**src/rtl/sdram_refresh_arbiter.sv**
```systemverilog
// sdram_refresh_arbiter
// Shares the SDRAM command sequencer between Zorro II bus accesses and
// auto-refresh. Runs the power-up init sequence, tracks refresh debt and
// hides refreshes in bus-idle gaps, forcing one only when the debt is full.
module sdram_refresh_arbiter #(
  parameter int unsigned POWERUP_CYCLES   = 20000,
  parameter int unsigned INIT_REFRESHES   = 8,
  parameter int unsigned REFRESH_INTERVAL = 780,
  parameter int unsigned MAX_PENDING      = 8
) (
  input  logic       MEMCLK,
  input  logic       RESET_n,
  input  logic       bus_req,
  input  logic       cmd_done,
  output logic       cmd_start,
  output logic       cmd_refresh,
  output logic       bus_gnt,
  output logic       bus_ack,
  output logic       init_done,
  output logic [3:0] pending,
  output logic       ref_overrun
);

  localparam int unsigned PW_W = $clog2(POWERUP_CYCLES + 1);
  localparam int unsigned IN_W = $clog2(INIT_REFRESHES + 1);
  localparam int unsigned RI_W = $clog2(REFRESH_INTERVAL + 1);

  localparam logic [PW_W-1:0] PW_LAST  = PW_W'(POWERUP_CYCLES - 1);
  localparam logic [IN_W-1:0] IN_LAST  = IN_W'(INIT_REFRESHES - 1);
  localparam logic [RI_W-1:0] RI_LAST  = RI_W'(REFRESH_INTERVAL - 1);
  localparam logic [3:0]      PEND_MAX = 4'(MAX_PENDING);

  typedef enum logic [2:0] {
    S_INIT_WAIT,
    S_INIT_REF,
    S_INIT_GAP,
    S_IDLE,
    S_BUS,
    S_REF
  } state_t;

  state_t          state_q, state_d;
  logic [PW_W-1:0] pw_cnt_q, pw_cnt_d;
  logic [IN_W-1:0] init_cnt_q, init_cnt_d;
  logic [RI_W-1:0] tmr_q, tmr_d;
  logic [3:0]      pend_q, pend_d;
  logic            ovr_q, ovr_d;
  logic            start_q, start_d;
  logic            refr_q, refr_d;
  logic            gnt_q, gnt_d;
  logic            ack_q, ack_d;
  logic            idone_q, idone_d;

  logic done_ok;
  logic tick;
  logic ref_done;

  // The sequencer cannot finish in the cycle it is started, so a cmd_done
  // coincident with our own cmd_start belongs to nothing and is dropped.
  assign done_ok  = cmd_done & ~start_q;
  assign tick     = idone_q & (tmr_q == RI_LAST);
  assign ref_done = (state_q == S_REF) & done_ok;

  // Next-state and command issue for the init / arbitration FSM.
  always_comb begin
    state_d    = state_q;
    pw_cnt_d   = pw_cnt_q;
    init_cnt_d = init_cnt_q;
    start_d    = 1'b0;
    refr_d     = 1'b0;
    gnt_d      = gnt_q;
    ack_d      = ack_q;
    idone_d    = idone_q;
    case (state_q)
      S_INIT_WAIT: begin
        if (pw_cnt_q == PW_LAST) begin
          state_d = S_INIT_REF;
          start_d = 1'b1;
          refr_d  = 1'b1;
        end else begin
          pw_cnt_d = pw_cnt_q + PW_W'(1);
        end
      end
      S_INIT_REF: begin
        if (done_ok) begin
          init_cnt_d = init_cnt_q + IN_W'(1);
          if (init_cnt_q == IN_LAST) begin
            idone_d = 1'b1;
            state_d = S_IDLE;
          end else begin
            state_d = S_INIT_GAP;
          end
        end
      end
      S_INIT_GAP: begin
        state_d = S_INIT_REF;
        start_d = 1'b1;
        refr_d  = 1'b1;
      end
      S_IDLE: begin
        if (pend_q == PEND_MAX) begin
          state_d = S_REF;
          start_d = 1'b1;
          refr_d  = 1'b1;
        end else if (bus_req) begin
          state_d = S_BUS;
          start_d = 1'b1;
          gnt_d   = 1'b1;
        end else if (pend_q != 4'd0) begin
          state_d = S_REF;
          start_d = 1'b1;
          refr_d  = 1'b1;
        end
      end
      S_BUS: begin
        // Exit is checked first; bus_ack can only be set by an earlier
        // cmd_done, so an aborted cycle still sees exactly one ack cycle.
        if (ack_q && !bus_req) begin
          gnt_d   = 1'b0;
          ack_d   = 1'b0;
          state_d = S_IDLE;
        end else if (done_ok) begin
          ack_d = 1'b1;
        end
      end
      S_REF: begin
        if (done_ok) begin
          state_d = S_IDLE;
        end
      end
      default: state_d = S_INIT_WAIT;
    endcase
  end

  // Refresh interval timer and refresh debt bookkeeping.
  always_comb begin
    tmr_d  = '0;
    pend_d = pend_q;
    ovr_d  = ovr_q | (tick & (pend_q == PEND_MAX));
    if (idone_q) begin
      tmr_d = tick ? '0 : tmr_q + RI_W'(1);
    end
    case ({tick, ref_done})
      2'b10:   pend_d = (pend_q == PEND_MAX) ? pend_q : pend_q + 4'd1;
      2'b01:   pend_d = pend_q - 4'd1;
      default: pend_d = pend_q;
    endcase
  end

  // State register with synchronous active-low reset.
  always_ff @(posedge MEMCLK) begin
    if (!RESET_n) begin
      state_q    <= S_INIT_WAIT;
      pw_cnt_q   <= '0;
      init_cnt_q <= '0;
      tmr_q      <= '0;
      pend_q     <= '0;
      ovr_q      <= 1'b0;
      start_q    <= 1'b0;
      refr_q     <= 1'b0;
      gnt_q      <= 1'b0;
      ack_q      <= 1'b0;
      idone_q    <= 1'b0;
    end else begin
      state_q    <= state_d;
      pw_cnt_q   <= pw_cnt_d;
      init_cnt_q <= init_cnt_d;
      tmr_q      <= tmr_d;
      pend_q     <= pend_d;
      ovr_q      <= ovr_d;
      start_q    <= start_d;
      refr_q     <= refr_d;
      gnt_q      <= gnt_d;
      ack_q      <= ack_d;
      idone_q    <= idone_d;
    end
  end

  assign cmd_start   = start_q;
  assign cmd_refresh = refr_q;
  assign bus_gnt     = gnt_q;
  assign bus_ack     = ack_q;
  assign init_done   = idone_q;
  assign pending     = pend_q;
  assign ref_overrun = ovr_q;

endmodule

```
**config.mk**
```make
export PLATFORM = sky130hd
export DESIGN_NAME = sdram_refresh_arbiter
export DESIGN_NICKNAME = d
export VERILOG_FILES = /design/src/rtl/sdram_refresh_arbiter.sv
export SDC_FILE = /design/constraint.sdc
export NUM_CORES = 1
export LEC_CHECK = 0
export CAP_MARGIN = 10
export CORE_MARGIN = 4
export CORE_UTILIZATION = 50
export DETAILED_ROUTE_END_ITERATION = 7
export PLACE_DENSITY = 0.69
export SLEW_MARGIN = 20
export SYNTH_ARGS = -nofsm -noshare
export SYNTH_HDL_FRONTEND = slang
export SYNTH_SLANG_ARGS = --single-unit
export TNS_END_PERCENT = 100
```
**constraint.sdc**
```tcl
create_clock -name MEMCLK -period 2.8 [get_ports MEMCLK]
set_input_delay 0.42 -clock MEMCLK [delete_from_list [all_inputs] [get_ports MEMCLK]]
set_output_delay 0.42 -clock MEMCLK [all_outputs]
set_load 0.05 [all_outputs]
```
## Word level (Yosys, flattened, before mapping)

Index checks and enable logic that the tools add are counted.
W data, S select, Z words.

- Flip-flop bits (word level): 42
- Input port bits: 4
- Output and inout bits: 10
- Logic and storage cells: 84

- Add/subtract/negate cells: 5
- Equality and inequality tests: 19
- Multiplexer cells: 25
- Bitwise logic cells: 9
- Reductions and logical operators: 15

Operators by type and width:

| operator | count |
|---|---|
| $mux W3 | 7 |
| $pmux W3 S6 | 1 |
| $add A15 B1 Y15 const B | 1 |
| $eq A15 B15 Y1 const B | 1 |
| $ne A2 B2 Y1 const B | 7 |
| $mux W1 | 12 |
| $add A10 B1 Y10 const B | 1 |
| $eq A10 B10 Y1 const B | 1 |
| $add A4 B1 Y4 const B | 2 |
| $pmux W4 S2 | 1 |
| $reduce_and A2 Y1 | 4 |
| $eq A3 B2 Y1 const B | 2 |
| $eq A3 B3 Y1 const B | 2 |
| $pmux W1 S3 | 2 |
| $reduce_bool A2 Y1 | 3 |
| $reduce_and A5 Y1 | 1 |
| $and A1 B1 Y1 | 4 |
| $eq A4 B3 Y1 const B | 1 |
| $eq A4 B4 Y1 const B | 1 |
| $mux W4 | 1 |
| $ne A4 B4 Y1 const B | 1 |
| $not A1 Y1 | 4 |
| $reduce_and A4 Y1 | 1 |
| $reduce_bool A4 Y1 | 1 |
| other kinds (11) | 11 |

## Logic depth before layout (Yosys ltp)

- Depth after elaboration: 6
- Mapped depth: 10
- Depth with buffers taken out: 9

## Worst setup path after synthesis

No wires, ideal clock.

- Path kind: register to register
- Start point: register idone_q (netlist: init_done)
- End point: register pend_q[2] (netlist: pending[2])
- Setup time: 72 ps
- Arrival time: 2,520 ps
- Data required time: 2,728 ps
- Path slack: 208 ps
- Cell stages (with the launch flop): 10
- Buffers on the path: 1
- Clock period less this slack: 2,592 ps
- Cells stage by stage: dfxtp_1 and4b_1 and4_1 clkbuf_1 nor2_1 xor2_1 ha_1 or4_1 mux2i_1 mux2i_1

- Cells in the longest elaborated chain, start to end: 4
- Elaborated cells on any way between the ends: 7
- Classes of those cells: eq/ne: 3; mux: 1; bitwise: 1; reduce/logical: 2

RTL lines:

| item | RTL line | source |
|---|---|---|
| from (decl) | 52 | `logic idone_q, idone_d;` |
| from (signal assigned) | 175 | `idone_q <= idone_d;` |
| $and A1 B1 Y1 * | 61 | `assign tick = idone_q & (tmr_q == RI_LAST);` |
| $eq A2 B2 Y1 / $eq A2 B1 Y1 (equally long branches) | 143 | `case ({tick, ref_done})` |
| $ne A2 B2 Y1 (no line) / $reduce_bool A2 Y1 (equally long branches) | - |  |
| $reduce_and A2 Y1 (no line) | - |  |
| to (signal assigned) | 169 | `pend_q <= pend_d;` |
| to (decl) | 46 | `logic [3:0] pend_q, pend_d;` |

Every way passes the cells marked *; elsewhere a longest branch is shown, timed or not.
A chain may end at the register's enable or synchronous reset.

## Worst setup path in the final report

- Start point: register tmr_q[0]
- End point: register pend_q[2] (netlist: pending[2])

- Cells in the longest elaborated chain, start to end: 5
- Elaborated cells on any way between the ends: 8
- Classes of those cells: eq/ne: 4; mux: 1; bitwise: 1; reduce/logical: 2

RTL lines:

| item | RTL line | source |
|---|---|---|
| from (decl) | 45 | `logic [RI_W-1:0] tmr_q, tmr_d;` |
| from (signal assigned) | 168 | `tmr_q <= tmr_d;` |
| $eq A10 B10 Y1 * | 61 |  |
| $and A1 B1 Y1 * | 61 |  |
| $eq A2 B2 Y1 / $eq A2 B1 Y1 (equally long branches) | 143 |  |
| $ne A2 B2 Y1 (no line) / $reduce_bool A2 Y1 (equally long branches) | - |  |
| $reduce_and A2 Y1 (no line) | - |  |

Marked as above.

==> flow_summary.json <==
{
  "status": "finished clean",
  "endpoint_kind": "flop",
  "yosys.area.top_type_share": 0.400,
  "whs_path_depth": 1,
  "finalWeightedCongestion": 0.795,
  "drc": 0,
  "ys.warnings.count": 0,
  "syn-cell-area_mm2": 0.00210,
  "die_w_um": 72.9,
  "setup_violations": 0,
  "rrSetupSlack_ns": 0.33,
  "holdWs_ns": 0.449,
  "via_count": 1724,
  "postCtsSetupRepairBufs": 0,
  "post-route-util": 0.590,
  "finalHoldViolations": 0,
  "vias_per_cell": 5.53,
  "area_delta_synth_final_pct": 13.1,
  "start_util": 0.522,
  "syn_inst": 249,
  "antenna_found_initial": 0,
  "max_freq_mhz": 406,
  "rows": 23,
  "cts_hold_buf": 0,
  "dpl_cell_area_mm2": 0.00227,
  "hold_end": "tmr_q[0]",
  "drt-total-wl_mm": 4.01,
  "die_area_mm2": 0.00531,
  "yosys_register_bits": 42,
  "slew_violations": 0,
  "gr-usage-all-layers": 0.167,
  "syn-num-nets": 257,
  "worstReg2RegEnd": "pending[2]",
  "clk_pin_slew_worst_paths_ns": 0.07,
  "fin_nets": 270,
  "worst_ep_required_time_ns": 3.02,
  "worstMarginPinSlew_ns": 0.775,
  "hold_start": "tmr_q[0]",
  "rr_startpoint": "tmr_q[0]",
  "die_height_um": 72.9,
  "fin_area_mm2": 0.00238,
  "cap_violations": 0,
  "grt_max_degree": 22,
  "clockBufferDepth": 2,
  "grt_pass1_vias": 1593,
  "crit_path_max_fanout": 6,
  "synth_ff_type": "dfxtp_1",
  "synthTopCellsByCount": "dfxtp_1 (42), nand2_1 (26), nor2_1 (24)",
  "diodes": 0,
  "drive_gt1_frac": 0.0649,
  "cts_buffers": 5,
  "cts_root_buf": "clkbuf_8",
  "p_per_area_mw_per_mm2": 525,
  "wl_per_cell_um": 12.8,
  "hold_class": "flop to flop",
  "grt-ovfl-total": 0,
  "hpwl_mm": 2.80,
  "synth.most_common_cell": "dfxtp_1",
  "port_buffers": 13,
  "drtPass1Iterations": 4,
  "tritoncts": "yes",
  "fin_crit_ns": 2.47,
  "htreeDepth": 2,
  "grt_pass1_wl_mm": 7.06,
  "period_share": 0.881,
  "drtAntennaViolNets": 0,
  "ios": 14,
  "ir_drop_mv": 0.316,
  "reg2reg_depth": 9,
  "syn_area_per_cell_um2": 8.45,
  "postCtsResizedCells": 0,
  "clock_skew_ns": 0.00167,
  "synthArstFlopShare": 0,
  "clk_latency_ns": 0.29,
  "setup_tns_ns": 0,
  "synth-seq-area-share": 0.400,
  "netlist_top_cells_area": "dfxtp_1 (40%), nand2_1 (4.6%), a21oi_1 (4.3%), mux2i_1 (4.3%), nor2_1 (4.3%)",
  "rsz0062_at_grt": "false",
  "cp.arrival_ns": 2.69,
  "core_area_mm2": 0.00403,
  "synth_cell_types": 43,
  "yosysTopAreaCell": "dfxtp_1",
  "p_leak_nw": 0.805,
  "path_class": "flop to flop",
  "synth-edff-count": 0,
  "startpoint_type": "flop",
  "maxSlewHeadroom": 0.475,
  "cts.sinks": 42,
  "drt_iter0_markers": 63
}
[how the worst max path moves through the flow]
stage	start	endpoint	slack (ns)	depth (start not counted)
after CTS	tmr_q[0]	pending[2]	0.31	9
after floorplan	init_done	pending[2]	0.21	9
after global placement	cmd_done	pending[2]	0.11	9
after detailed placement	cmd_done	pending[2]	0.09	9
final	tmr_q[0]	pending[2]	0.33	9
after global routing	tmr_q[4]	pending[2]	0.11	8
[cell type report]
class                           count  area [um2]
Inverter                           10        37.5
Timing Repair Buffer               18         168
Clock inverter                      1        30.0
Sequential cell                    42         841
Tap cell                           50        62.6
Multi-Input combinational cell    185        1160
Clock buffer                        6        82.6
Fill cell                         381        1650
[report_power, final]
group	internal, mW	switching (mW)	total (mW)
Combinational	0.0524	0.0720	0.124
Clock	0.285	0.199	0.484
Sequential	0.620	0.0211	0.641
Total	0.957	0.292	1.25
[cells by family (layout without fill, tap and decap cells)]
kind of cell	count (synthesis)	count (layout)	synth area share
multiplexers	10	10	0.0482
adder cells (fa/ha/maj)	4	4	0.0238
AND/OR/NAND/NOR	113	113	0.292
buffers and inverters	22	35	0.0500
XOR/XNOR	15	15	0.0625
AO/OA/AOI/OAI	43	43	0.124
flip-flops	42	42	0.400
[metal layers]
metal | global-route usage | part of all wire
met4 | 0.0553 | 0.011
met3 | 0.0455 | 0.036
met2 | 0.248 | 0.43
met1 | 0.235 | 0.52
met5 | 0 | 0
[cell usage in the layout, fill, tap and decap left out, drive strengths merged, types with 5 or more instances in the layout]
master,Yosys,routed
o31ai,6,6
buf,3,5
nor3,7,7
o21ai,8,8
or3,7,7
xor2,6,6
clkdlybuf4s50,0,13
inv,10,10
a21oi,18,18
xnor2,9,9
or4,8,8
clkbuf,9,6
nand2,26,26
mux2i,9,9
nand3,12,12
and4,5,5
nor2,24,24
dfxtp,42,42
[state kept, by name, summed over array words and instances (netlist names), 3 cells and up]
signal	flops
pending	4
init_cnt_q	4
pw_cnt_q	15
state_q	3
tmr_q	10
[per-stage QoR]
| stage | cells | power, mW | setup slack (ns) |
|---|---|---|---|
| after floorplan | 249 | 0.755 | 0.208 |
| after global placement | 305 | 0.776 | 0.106 |
| after detailed placement | 305 | 0.778 | 0.0864 |
| after CTS | 312 | 1.26 | 0.307 |
| after global routing | 312 | 1.31 | 0.105 |
| final | 312 | 1.25 | 0.334 |
[critical path: stages, from the launching register on]
cell and delay [ns]:
dfxtp_1 0.35, ha_1 0.23, and4b_1 0.20, and4_1 0.37
nor2_1 0.09, xor2_1 0.15, ha_1 0.20, or4_1 0.46
mux2i_1 0.18, mux2i_1 0.19
Power figures use the tool's default switching activity.
==> edit 1, RTL diff (same settings) <==
Set the parameter `POWERUP_CYCLES` to 10000 (it was 20000).
--- a/src/rtl/sdram_refresh_arbiter.sv
+++ b/src/rtl/sdram_refresh_arbiter.sv
@@ -3,7 +3,7 @@
 // auto-refresh. Runs the power-up init sequence, tracks refresh debt and
 // hides refreshes in bus-idle gaps, forcing one only when the debt is full.
 module sdram_refresh_arbiter #(
-  parameter int unsigned POWERUP_CYCLES   = 20000,
+  parameter int unsigned POWERUP_CYCLES   = 10000,
   parameter int unsigned INIT_REFRESHES   = 8,
   parameter int unsigned REFRESH_INTERVAL = 780,
   parameter int unsigned MAX_PENDING      = 8
Check against the original RTL: same outputs for any inputs over 10 cycles, from zero or initial values and one cycle with RESET_n low; that may be too few to reach the edited logic, so the function may still have changed.
==> edit 1 against the unedited design <==
  * Die area fell by 1.4%
  * Sequential share of layout area is 0.71 points lower
  * Setup slack got worse by 53 ps
  * Cell count grew 1.3%
  * First-iteration DRC count up 130%
  * Final area is 0.37% lower
  * Routed wire length up 0.87%
  * Sequential cell count is 1 lower
  * Area after synthesis down 1.5%
  * Largest cell class unchanged
Power is not compared: it rests on default switching activity, and its combinational part moved more than twofold at a synthesized area within 25%.
==> edit 1: results (changes against the unedited design) <==
Timing
  – Final hold violations: 0 (unchanged)
  – Clock skew: 3.05 ps (was 1.67 ps)
  – Rel. slew slack: 60.5% (was 47.5%)
  – Hold Slack: 478 ps (was 449 ps)

Global route
  – Vias in the first global route: 1651 (was 1593)
  – First-pass GRT wire length: 7.18 mm (was 7.06 mm)
  – Global Route Usage Sum: 17.1% (was 16.7%)
  – Largest net degree at the start of global routing: 20 (was 22)

Route
  – DRT iter0 DRCs: 146 (was 63)
  – Met3 routed WL: 203 um (was 143 um)
  – Routed met2 length: 1.72 mm (was 1.74 mm)
  – Drt pass-1 iters: 4 (unchanged)
  – Via-to-Cell Ratio: 5.63 (was 5.53)
  – Final WL: 4.04 mm (was 4.01 mm)
  – Metal-1 WL: 2.06 mm (was 2.08 mm)

Critical path
  – Slowest CP cell: or4_1 (unchanged)
  – Flop2flop setup slack: 420 ps (was 330 ps)
  – Arrival time at the worst endpoint: 2750 ps (was 2690 ps)
  – R2R Path End: pending[2]$_SDFFE_PN0P_ (unchanged)
  – Crit path max fanout: 2 (was 6)
  – FF-to-FF path depth: 9 (unchanged)
  – Crit-path max cell delay: 490 ps (was 460 ps)

Worst hold path
  – Worst Hold Depth: 2 (was 1)
  – Hold Path Origin: init_cnt_q[1]$_SDFFE_PN0P_ (was tmr_q[0]$_SDFF_PP0_)
  – Hold Crit Class: flip-flop to flip-flop (unchanged)
  – WHS Endpoint: init_cnt_q[1]$_SDFFE_PN0P_ (was tmr_q[0]$_SDFF_PP0_)

Layout
  – Fillers: 374 (was 381)
  – N_diodes: 0 (unchanged)
  – Share of cells above drive strength 1: 7.14% (was 6.49%)
  – Largest registers: pw_cnt_q: 14 flops, tmr_q: 10 flops (was pw_cnt_q: 15 flops, tmr_q: 10 flops)
  – Final nets: 274 (was 270)

Power
  – LEAKAGE: 0.801 nW

Placed design
  – Dpl hpwl: 2.82 mm (was 2.80 mm)
  – GP Congestion: 0.830 (was 0.795)
  – Setup WS pre-CTS: -33.4 ps (was 86.4 ps)

Synthesis
  – Synth top area cells: dfxtp_1 40%, xnor2_1 5.9%, nor2_1 5.4%, nand2_1 4.2%, mux2i_1 3.4% (was dfxtp_1 40%, nand2_1 4.6%, a21oi_1 4.3%, mux2i_1 4.3%, nor2_1 4.3%)
  – Post-Synthesis Net Count: 257 (unchanged)
  – List of most frequent post-synthesis cells: 41 x dfxtp_1, 30 x nor2_1, 23 x nand2_1 (was 42 x dfxtp_1, 26 x nand2_1, 24 x nor2_1)
  – Seq/Total Area, Yosys: 39.6% (was 40.0%)

Clock network
  – H-tree levels: 2 (unchanged)
  – Clock Path Buffers: 2 (unchanged)

Run status
  – Status: completed (unchanged)
## edit 1: cell count changes in the layout (fill, tap and decap cells not counted), sizes merged, moves of 4 or more
cell and delta:
nor2 +6, nand2b +5, and4 -5, a21oi -7, xnor2 +5, or4 -4, nor4 +4
## edit 1: logic make-up (layout without fill, tap and decap cells)
kind of cell | after synthesis | in the layout | synth area share [%]
fa+ha+maj | 4 | 4 | 2.42
simple gates | 124 | 124 | 31.7
flops | 41 | 41 | 39.6
buf+inv | 19 | 36 | 3.50
xor+xnor | 19 | 19 | 8.04
mux | 9 | 9 | 4.47
compound gates | 33 | 33 | 10.2
## edit 1: worst max-delay path by stage
stage	start	end	slack (ps)	depth (start not counted)
detailed placement	cmd_done	pending[2]$_SDFFE_PN0P_	-30	9
global placement	cmd_done	pending[2]$_SDFFE_PN0P_	-7	9
global route	cmd_done	pending[2]$_SDFFE_PN0P_	140	9
floorplan	tmr_q[0]$_SDFF_PP0_	pending[2]$_SDFFE_PN0P_	270	9
CTS	tmr_q[0]$_SDFF_PP0_	pending[2]$_SDFFE_PN0P_	190	9
finish	cmd_done	pending[2]$_SDFFE_PN0P_	280	9
## edit 1: layer usage
metal | vias up | GRT usage [%]
met5 | - | 0
met3 | 6 | 5.54
met2 | 46 | 25.7
li1 | 919 | -
met4 | 0 | 4.80
met1 | 807 | 23.4
## edit 1: cell type report
class / instances / share of cell area [%]
Sequential cell: 41 / 34.6
Multi-Input combinational cell: 189 / 49.9
Tap cell: 50 / 2.64
Clock buffer: 7 / 3.64
Inverter: 9 / 1.43
Timing Repair Buffer: 20 / 7.71
## edit 1: what timing repair did
action | CTS | global route
setup buffers | 0 | 0
endpoints found under the setup margin | 0 | 1
resized for setup | 0 | 1
## edit 1: worst register-to-register path, cell delays in order, from the launching register on
cell,delay (ps)
dfxtp_1,380
ha_1,210
nor4b_2,310
nand4_1,190
nand2_1,120
xnor2_1,70
ha_1,190
or4_1,490
mux2i_1,180
mux2i_1,190
## edit 1: per-stage QoR
step | instance area (sq um) | instances
6_report | 2370 | 316
5_1_grt | 2370 | 316
4_1_cts | 2360 | 316
3_5_place_dp | 2280 | 309
3_3_place_gp | 2280 | 309
2_1_floorplan | 2070 | 249
## edit 1: where the power goes
part           switching, mW  leakage, nW  internal [mW]
clock network          0.194       0.0443          0.196
logic                 0.0194        0.426         0.0168
registers            0.00400        0.331          0.586
==> edit 2, RTL diff (same flow settings) <==
Without the edit above. The 6 states of `state_t` get a one-hot encoding in 6 bits.
--- a/src/rtl/sdram_refresh_arbiter.sv
+++ b/src/rtl/sdram_refresh_arbiter.sv
@@ -30,13 +30,13 @@
   localparam logic [RI_W-1:0] RI_LAST  = RI_W'(REFRESH_INTERVAL - 1);
   localparam logic [3:0]      PEND_MAX = 4'(MAX_PENDING);
 
-  typedef enum logic [2:0] {
-    S_INIT_WAIT,
-    S_INIT_REF,
-    S_INIT_GAP,
-    S_IDLE,
-    S_BUS,
-    S_REF
+  typedef enum logic [5:0] {
+    S_INIT_WAIT = 6'b000001,
+    S_INIT_REF  = 6'b000010,
+    S_INIT_GAP  = 6'b000100,
+    S_IDLE      = 6'b001000,
+    S_BUS       = 6'b010000,
+    S_REF       = 6'b100000
   } state_t;
 
   state_t          state_q, state_d;
Function: no difference found for any inputs over 10 cycles, from zero or initial values and one cycle with RESET_n low; not proved beyond that.
==> edit 2 against the unedited design <==
  * Fmax down 5.0%
  * Clock skew grew 8.1 ps
  * Final area increased by 5.7%
  * Global-route usage rose by 0.98 points
  * Area after synthesis is 5.2% higher
  * Routed wire length increased by 7.0%
  * Total power increased by 1.2%
  * Setup slack worse by 130 ps
  * Die area is 4.6% higher
  * Sequential cell count is 3 higher
  * Critical path type unchanged
  * Highest routed layer unchanged
==> edit 2: results (changes against the unedited design) <==
Synthesis
  – Adder-cell share of the synthesized area: 2.26% (was 2.38%)
  – Xor/xnor share of the synthesized area: 8.31% (was 6.25%)
  – Synth top area cells: dfxtp_1 41%, and2_1 4.5%, xor2_1 4.4%, xnor2_1 4.0%, nor2_1 3.4% (was dfxtp_1 40%, nand2_1 4.6%, a21oi_1 4.3%, mux2i_1 4.3%, nor2_1 4.3%)
  – Seq/Total Area, Yosys: 40.7% (was 40.0%)
  – Compound-gate portion of the synthesized area: 11.8% (was 12.4%)
  – Synth cell types: 48 (was 43)
  – Post-Synthesis Net Count: 256 (was 257)

Clock network
  – H-tree levels: 2 (unchanged)
  – CTS clk-pin slew, worst paths: 90 ps (was 70 ps)

Timing
  – Clock skew: 9.73 ps (was 1.67 ps)
  – Rel. slew slack: 46.7% (was 47.5%)

Power
  – LEAKAGE: 0.944 nW (was 0.805 nW)
  – Worst VDD drop: 0.253 mV (was 0.316 mV)

Critical path
  – Reg2reg start: tmr_q[0]$_SDFF_PP0_ (unchanged)
  – Arrival time at the worst endpoint: 2800 ps (was 2690 ps)
  – Flop2flop setup slack: 200 ps (was 330 ps)
  – Crit-path max cell delay: 510 ps (was 460 ps)
  – Crit path max fanout: 7 (was 6)
  – Slowest CP cell: or4_4 (was or4_1)

Route
  – DRT iter0 DRCs: 166 (was 63)
  – Final WL: 4.29 mm (was 4.01 mm)
  – Via-to-Cell Ratio: 5.70 (was 5.53)

Run status
  – Status: completed (unchanged)

Layout
  – Share of cells above drive strength 1: 7.92% (was 6.49%)
  – Final nets: 272 (was 270)
  – Largest registers: pw_cnt_q: 15 flops, tmr_q: 10 flops, state_q: 6 flops (was pw_cnt_q: 15 flops, tmr_q: 10 flops)

Placed design
  – Dpl hpwl: 3.03 mm (was 2.80 mm)
  – Setup WS pre-CTS: 142 ps (was 86.4 ps)
  – GP Congestion: 0.782 (was 0.795)
  – DP Area: 2390 sq um (was 2270 sq um)

Global route
  – Vias in the first global route: 1741 (was 1593)
## edit 2: worst max path at each step
stage | start | end | slack, ps | cells past startpoint
floorplan | init_done$_SDFFE_PN0P_ | pending[2]$_SDFFE_PN0P_ | 220 | 9
global placement | cmd_done | pending[2]$_SDFFE_PN0P_ | 150 | 9
detailed placement | cmd_done | pending[2]$_SDFFE_PN0P_ | 140 | 9
CTS | tmr_q[0]$_SDFF_PP0_ | pending[2]$_SDFFE_PN0P_ | 220 | 9
global route | tmr_q[0]$_SDFF_PP0_ | pending[2]$_SDFFE_PN0P_ | 70 | 9
finish | tmr_q[0]$_SDFF_PP0_ | pending[2]$_SDFFE_PN0P_ | 200 | 9
## edit 2: logic make-up (layout without fill, tap and decap cells)
logic type | count (synthesis) | after routing
flip-flops | 45 | 45
multiplexers | 4 | 4
buffers and inverters | 11 | 28
XOR/XNOR | 21 | 21
AND/OR/NAND/NOR | 126 | 126
adder cells (fa/ha/maj) | 4 | 4
AO/OA/AOI/OAI | 37 | 37
## edit 2: through the flow
step / power (mW) / util (%) / hold WS, ps / cells
2_1_floorplan: 0.739 / - / 418 / 248
3_3_place_gp: 0.764 / 57.8 / 432 / 307
3_5_place_dp: 0.764 / 57.8 / 447 / 307
4_1_cts: 1.28 / 60.7 / 462 / 315
5_1_grt: 1.32 / 60.7 / 486 / 315
6_report: 1.26 / 60.7 / 464 / 315
## edit 2: routing by layer
layer  vias to the layer above  global-route usage (%)  part of all wire (%)
met5                         -                       0                     0
met4                         0                    7.71                   1.5
met3                         7                    3.65                   3.1
met2                        22                    29.1                    47
met1                       847                    22.5                    49
li1                        919                       -                     -
## edit 2: report_power, final
group,leakage [nW],internal [mW],switching [mW]
registers,0.363,0.653,0.0144
logic,0.524,0.0365,0.0454
clock network,0.0574,0.290,0.225
## edit 2: final cells by class
class / count / area (sq um)
sequential: 45 / 901
clock inverter: 2 / 37.5
fill: 372 / 1630
tap: 50 / 62.6
clock buffer: 6 / 82.6
inverter: 3 / 11.3
timing repair buffer: 17 / 160
multi-input combinational: 192 / 1260
